$ cat src/rtl/reading_sequencer.sv
// Three-digit BCD entry sequencer: one digit per key press, commit shifts current->previous, and pages the display.
// Build option SIGN_EN enables sign capture with negative-zero normalisation; without it both signs are tied to 0.
module reading_sequencer #(
  parameter int PAGE_CYCLES = 25_000_000
) (
  input  logic       clk,
  input  logic       rst,
  input  logic       key_press,
  input  logic [3:0] bcd_num,
  input  logic       sign_in,
  output logic [1:0] digit_idx,
  output logic [3:0] cur_ones,
  output logic [3:0] cur_tens,
  output logic [3:0] cur_huns,
  output logic [3:0] prev_ones,
  output logic [3:0] prev_tens,
  output logic [3:0] prev_huns,
  output logic       cur_sign,
  output logic       prev_sign,
  output logic       commit,
  output logic       page,
  output logic       err
);

  localparam int CW = $clog2(PAGE_CYCLES);

  typedef enum logic [2:0] {ST_ONES, ST_TENS, ST_HUNS, ST_COMMIT, ST_SHOW} state_t;

  state_t          state_q, state_d;
  logic            key_q;
  logic [3:0]      ent_ones_q, ent_ones_d, ent_tens_q, ent_tens_d;
  logic [11:0]     cur_q, cur_d, prev_q, prev_d;
  logic            commit_q, commit_d, page_q, page_d, err_q, err_d;
  logic [CW-1:0]   cnt_q, cnt_d;
  logic            press, valid, vpress;

  assign press  = key_press & ~key_q;
  assign valid  = (bcd_num <= 4'd9);
  assign vpress = press & valid;

  always_ff @(posedge clk or negedge rst) begin
    if (!rst) state_q <= ST_ONES;
    else      state_q <= state_d;
  end

  always_comb begin
    state_d = state_q;
    case (state_q)
      ST_ONES:   if (vpress) state_d = ST_TENS;
      ST_TENS:   if (vpress) state_d = ST_HUNS;
      ST_HUNS:   if (vpress) state_d = ST_COMMIT;
      ST_COMMIT: state_d = ST_SHOW;
      ST_SHOW:   if (vpress) state_d = ST_TENS;
      default:   state_d = ST_ONES;
    endcase
  end

  always_comb begin
    case (state_q)
      ST_ONES: digit_idx = 2'd0;
      ST_TENS: digit_idx = 2'd1;
      ST_HUNS: digit_idx = 2'd2;
      default: digit_idx = 2'd3;
    endcase
  end

  // The operand transfer happens on the hundreds press edge, so the commit
  // pulse and the new (previous, current) pair are both visible in the COMMIT cycle.
  always_comb begin
    ent_ones_d = ent_ones_q;
    ent_tens_d = ent_tens_q;
    cur_d      = cur_q;
    prev_d     = prev_q;
    commit_d   = 1'b0;
    err_d      = err_q;
    if (press && state_q != ST_COMMIT) err_d = ~valid;
    if (vpress) begin
      case (state_q)
        ST_ONES, ST_SHOW: ent_ones_d = bcd_num;
        ST_TENS:          ent_tens_d = bcd_num;
        ST_HUNS: begin
          prev_d   = cur_q;
          cur_d    = {bcd_num, ent_tens_q, ent_ones_q};
          commit_d = 1'b1;
        end
        default: ;
      endcase
    end
  end

  always_comb begin
    cnt_d  = '0;
    page_d = 1'b0;
    if (state_q == ST_SHOW && state_d == ST_SHOW) begin
      if (cnt_q == CW'(PAGE_CYCLES - 1)) begin
        page_d = ~page_q;
      end else begin
        cnt_d  = cnt_q + CW'(1);
        page_d = page_q;
      end
    end
  end

  always_ff @(posedge clk or negedge rst) begin
    if (!rst) begin
      key_q      <= 1'b0;
      ent_ones_q <= '0;
      ent_tens_q <= '0;
      cur_q      <= '0;
      prev_q     <= '0;
      commit_q   <= 1'b0;
      page_q     <= 1'b0;
      err_q      <= 1'b0;
      cnt_q      <= '0;
    end else begin
      key_q      <= key_press;
      ent_ones_q <= ent_ones_d;
      ent_tens_q <= ent_tens_d;
      cur_q      <= cur_d;
      prev_q     <= prev_d;
      commit_q   <= commit_d;
      page_q     <= page_d;
      err_q      <= err_d;
      cnt_q      <= cnt_d;
    end
  end

`ifdef SIGN_EN
  logic cur_sign_q, cur_sign_d, prev_sign_q, prev_sign_d;

  // A reading of 000 is always stored as positive.
  always_comb begin
    cur_sign_d  = cur_sign_q;
    prev_sign_d = prev_sign_q;
    if (vpress && state_q == ST_HUNS) begin
      prev_sign_d = cur_sign_q;
      cur_sign_d  = sign_in & (|{bcd_num, ent_tens_q, ent_ones_q});
    end
  end

  always_ff @(posedge clk or negedge rst) begin
    if (!rst) begin
      cur_sign_q  <= 1'b0;
      prev_sign_q <= 1'b0;
    end else begin
      cur_sign_q  <= cur_sign_d;
      prev_sign_q <= prev_sign_d;
    end
  end

  assign cur_sign  = cur_sign_q;
  assign prev_sign = prev_sign_q;
`else
  logic unused_sign;
  assign unused_sign = sign_in;
  assign cur_sign    = 1'b0;
  assign prev_sign   = 1'b0;
`endif

  assign {cur_huns, cur_tens, cur_ones}    = cur_q;
  assign {prev_huns, prev_tens, prev_ones} = prev_q;
  assign commit = commit_q;
  assign page   = page_q;
  assign err    = err_q;

endmodule
$ cat config.mk
export PLATFORM = sky130hd
export DESIGN_NAME = reading_sequencer
export DESIGN_NICKNAME = d
export VERILOG_FILES = /design/src/rtl/reading_sequencer.sv
export SDC_FILE = /design/constraint.sdc
export NUM_CORES = 1
export LEC_CHECK = 0
export CORE_MARGIN = 2
export CORE_UTILIZATION = 40
export CTS_BUF_LIST = sky130_fd_sc_hd__clkbuf_8
export CTS_CLUSTER_SIZE = 16
export DETAILED_ROUTE_END_ITERATION = 10
export GPL_TIMING_DRIVEN = 0
export PLACE_DENSITY = 0.69
export SLEW_MARGIN = 20
export SYNTH_ARGS = -nofsm -noshare
export SYNTH_HDL_FRONTEND = slang
export SYNTH_SLANG_ARGS = --single-unit
$ cat constraint.sdc
create_clock -name clk -period 3.7 [get_ports clk]
set_input_delay 0.37 -clock clk [delete_from_list [all_inputs] [get_ports clk]]
set_output_delay 0.37 -clock clk [all_outputs]
set_load 0.03 [all_outputs]
After elaboration in Yosys (flattened, before gate mapping) --
Cells that the tools add are included.
Word-level totals: register bits after elaboration 64, bits of input ports 8, output and inout port bits 31, word-level logic and storage cells 43
Operators by class: add/subtract/negate cells 1, order comparisons 1, equal/unequal tests 8, mux-type cells 11, bitwise logic cells 5, reduce and logical (&&, ||, !) cells 7
Operators with widths (number):
- $mux 25 | 2
- $add 25x1->25 const B | 1
- $eq 25x25->1 const B | 1
- $pmux 3 s4 | 1
- $mux 3 | 3
- $eq 3x2->1 const B | 2
- $eq 3x3->1 const B | 2
- $pmux 2 s3 | 1
- $reduce_and 2->1 | 3
- $le 4x4->1 const B | 1
- $mux 1 | 4
- $eq 3x1->1 const B | 1
- $logic_not 3->1 | 1
- $ne 3x2->1 const B | 1
- $not 1->1 | 3
- $and 1x1->1 | 2
- $logic_and 1x1->1 | 2
- $ne 2x1->1 const B | 1
- $reduce_or 2->1 | 1

Depth between registers and ports, before layout --
Gate-level depths: netlist of run 1.
depth after elaboration 8, depth in mapped cells 6, depth with buffers taken out 5

Worst setup path after synthesis of run 1 --
No wires, ideal clock.
path kind register -> register, start register cnt_q[2], end register cnt_q[21], library setup time 0.078 ns, arrival 1.776 ns, data required time 3.622 ns, setup slack 1.845 ns, cell stages (with the launch flop) 6, buffers on the path 1, period minus slack after synthesis 1.855 ns, cell sequence dfrtp_1 -> nand3_2 -> or4_1 -> clkbuf_2 -> or4_1 -> a21oi_1
Between the ends: cells in the longest elaborated chain, start to end 3, elaborated cells between the ends (all ways) 4, classes of those cells add/sub: 1; eq/ne: 1; mux: 2
RTL lines:
- from (decl) | RTL line 34 | logic [CW-1:0] cnt_q, cnt_d;
- from (signal assigned) | RTL line 124 | cnt_q <= cnt_d;
- $add 25x1->25 or $eq 25x25->1 (tied branches) | RTL line 98, 95
- $mux 25 (*) | RTL line 95 | if (cnt_q == CW'(PAGE_CYCLES - 1)) begin
- $mux 25 (*) | RTL line 94 | if (state_q == ST_SHOW && state_d == ST_SHOW) begin
- via cnt_d[21] | RTL line 34
The timed path passes the listed nets; every way through them passes the cells marked *. A chain may end at the register's enable or synchronous reset.

Worst setup path after layout of run 1 --
start input bcd_num[2], end register cur_q[4]
Between the ends: cells in the longest elaborated chain, start to end 3
RTL lines:
- from (decl) | RTL line 9 | input logic [3:0] bcd_num,
- $le 4x4->1 | RTL line 38 | assign valid = (bcd_num <= 4'd9);
- $and 1x1->1 | RTL line 39 | assign vpress = press & valid;
- $reduce_and 2->1 (no source line)
- to (signal assigned) | RTL line 119 | cur_q <= cur_d;
- to (decl) | RTL line 32 | logic [11:0] cur_q, cur_d, prev_q, prev_d;
No other way between the ends.

==> results of run 1 <==
## where the power goes
part	internal (W)	switching [W]
Combinational	0.000360	0.000446
Sequential	0.000867	0.0000989
Clock	0.000400	0.000274
Total	0.00163	0.000819
## sequential cells by signal (all words and copies together) (netlist names)
register    cells
cnt_q          25
cur_q          12
prev_q         12
ent_ones_q      4
ent_tens_q      4
state_q         3
commit          1
err             1
key_q           1
page            1
## how the worst max path moves through the flow
stage | cells after the start | to
2_1_floorplan | 5 | cnt_q[21]
3_3_place_gp | 1 | ent_tens_q[3]
3_5_place_dp | 7 | cur_q[4]
4_1_cts | 7 | cur_q[10]
5_1_grt | 7 | cur_q[4]
6_report | 7 | cur_q[4]
## Yosys cell counts, types with 2 or more instances
master / number / area share [%]
a21oi_1: 15 / 2.7
and2_1: 2 / 0.45
and4_1: 3 / 0.94
buf_2: 2 / 0.36
buf_4: 2 / 0.54
clkbuf_1: 8 / 1.1
dfrtp_1: 64 / 57
inv_1: 7 / 0.94
mux2_2: 32 / 13
nand2_1: 15 / 2.0
nand3_1: 10 / 1.8
nand3b_1: 2 / 0.54
nand4_1: 6 / 1.3
nor2_1: 17 / 2.3
nor3_1: 3 / 0.54
o21ai_0: 11 / 2.0
o31ai_1: 5 / 1.3
or3_1: 8 / 1.8
or4_1: 7 / 1.9
xnor2_1: 5 / 1.6
xor2_1: 6 / 1.9
## through the flow
stage          util, %  setup WS [ps]  cell area [um^2]  total power, W  instances
6_report         51.88           1291              3525        0.002445        393
5_1_grt          51.88           1138              3525        0.002583        393
4_1_cts          51.88           1293              3525        0.002474        393
3_5_place_dp     48.38          999.8              3287        0.001787        376
3_3_place_gp     48.12          169.2              3269        0.001767        375
2_1_floorplan        -           1845              2799        0.001446        244
## timing repair
| action | in CTS | in global routing |
|---|---|---|
| gates resized for setup | 0 | 0 |
| hold buffers | 1 | 0 |
| endpoints found under the hold margin | 22 | 0 |
| buffers inserted | 0 | 0 |
## routing by layer
metal / share of wire, % / routed length (um) / vias up
met1: 48 / 2600 / 947
met3: 3.6 / 196 / 8
met5: 0 / 0 / -
li1: - / - / 958
met4: 2.1 / 111 / 0
met2: 46 / 2500 / 38
## final cells by class
cell class / instances / share of cell area, %
timing repair buffer: 37 / 10.72
inverter: 7 / 0.7455
clock buffer: 10 / 3.905
clock inverter: 6 / 2.556
buffer: 14 / 2.023
multi-input combinational: 159 / 31.20
tap: 96 / 3.408
sequential: 64 / 45.44
## logic make-up (layout without fill, tap and decap cells)
family / Yosys count / after routing
other: 1 / 2
AO/OA/AOI/OAI: 33 / 33
multiplexers: 32 / 32
AND/OR/NAND/NOR: 80 / 80
XOR/XNOR: 11 / 11
flip-flops: 64 / 64
buffers and inverters: 21 / 74
adder cells (fa/ha/maj): 1 / 1
==> flow_summary.ini, run 1 <==
[outcome]
status = completed

[finish]
mostFrequentLayoutCell = dfrtp_1
regArea_mm2 = 0.001602
nets = 301
multiInputGateArea_mm2 = 0.001100
diodes = 0
fillCellCount = 617
most-common-layout-cells = 64 x dfrtp_1, 34 x clkdlybuf4s50_1, 32 x mux2_2, 17 x nor2_1
area_growth_pct = 26.10
drive_above_1_share_pct = 19.53

[synthesis]
synth_top_family_by_area = simple AND/OR/NAND/NOR gates
netlist_area_mm2 = 0.002795
synth_seq_area_share_pct = 57.30
synth_seq_cells = 64
synthCells = 243
ys.flop_type = dfrtp_1
muxShareOfSynthArea_pct = 12.89
synth_xor_area_share_pct = 3.447
synth_compound_area_share_pct = 6.670
synth_fa_ha_area_share_pct = 0.4476
synth-edff-count = 0
yosys_warnings = 0
yosys.area_share.simple_pct = 15.62
async_reset_ff_share_pct = 100.0
yosysUniqueCellTypes = 34
synth_area_per_cell_um2 = 11.50

[critical_path]
cpLargestDelayFamily = buffers and inverters
worstReg2RegStart = cnt_q[0]
cp.required_ps = 3920
reg2reg_depth = 6
cp_slowest_cell = clkdlybuf4s50_1
worst_setup_path_start_kind = primary input
arrival_ps = 2630
end_kind = register
crit_type = in2reg
worst_r2r_endpoint = cnt_q[2]
crit_fanout = 10
path_buf_inv = 3
reg2reg_slack_ps = 1490
crit_start = bcd_num[2]
path_cells = clkdlybuf4s50_1, o21ai_0, and2_1, clkbuf_1, nand3_1, buf_2, mux2_2
slowest_delay_ps = 490

[floorplanning]
die_w_um = 87.60
dieArea_mm2 = 0.007673
core_area_mm2 = 0.006794
initial_utilization_pct = 41.14
pin_count = 39
die_y_um = 87.60
row_count = 30

[power_and_ir_drop]
ir_drop_mv = 0.5636
power_density_mw_per_mm2 = 693.8
p_leak_nw = 1.483

[min_path]
hold_path_class = in2async

[clock_network]
clk_latency_ps = 330
numCtsBuffers = 9
htree_levels = 3
cts_tree = yes
clk_pin_slew_worst_paths_ps = 70
cts_buffer_depth = 2
cts.sinks = 64
root_buffer = clkbuf_8

[drt]
vias = 1951
wl_per_cell_um = 13.76
drc = 0
drtPass1Iterations = 4
ant_nets = 0
drt-total-wl_mm = 5.408
viasPerCell = 4.964
drtIter0Drc = 72

[timing]
finalSetupTns_ps = 0
tightest_slew_ps = 522.3
min_period_ps = 2409
drv_slew = 0
fmax_ghz = 0.4152
rsz0062_at_grt = no
fin_crit_sh_pct = 65.10
setup-violations-final = 0
finalHoldViolCount = 0
relSlewSlack_pct = 65.11
clock-skew-final_ps = 6.329
whs_ps = 470.5

[grt]
grtUsageMet1_pct = 22.04
grt_max_degree = 43
antenna_found_initial = 0
grt_first_pass_wirelength_mm = 9.142
grt_pass1_vias = 1885
track_usage_pct = 15.76
grt_overflow = 0
grtUsageMet2_pct = 23.00
use_met3_pct = 3.770
busiest_layer = met2

[place]
gp_congestion = 0.7802
io_buffers = 35
post-dp-hpwl_mm = 3.723

[flow_run]
maxCapViolations = 0
No activity file was read; power rests on OpenSTA's default activity.
==> run 2: changes to the inputs <==
- clock period: 3.7 -> 2.5 ns (I/O delays scaled with it)
==> results of run 2 <==
The final DEF is identical to that of run 1. Status: completed.
Among the figures that moved: setup slack after placement 999.8 ps -> -80.21 ps; setup slack after layout 1291 ps -> 211.4 ps; hold slack 470.5 ps -> 350.5 ps; register-to-register setup slack 1490 ps -> 290 ps; total power 0.002445 W -> 0.003619 W; worst IR drop on VDD 0.5636 mV -> 0.8342 mV
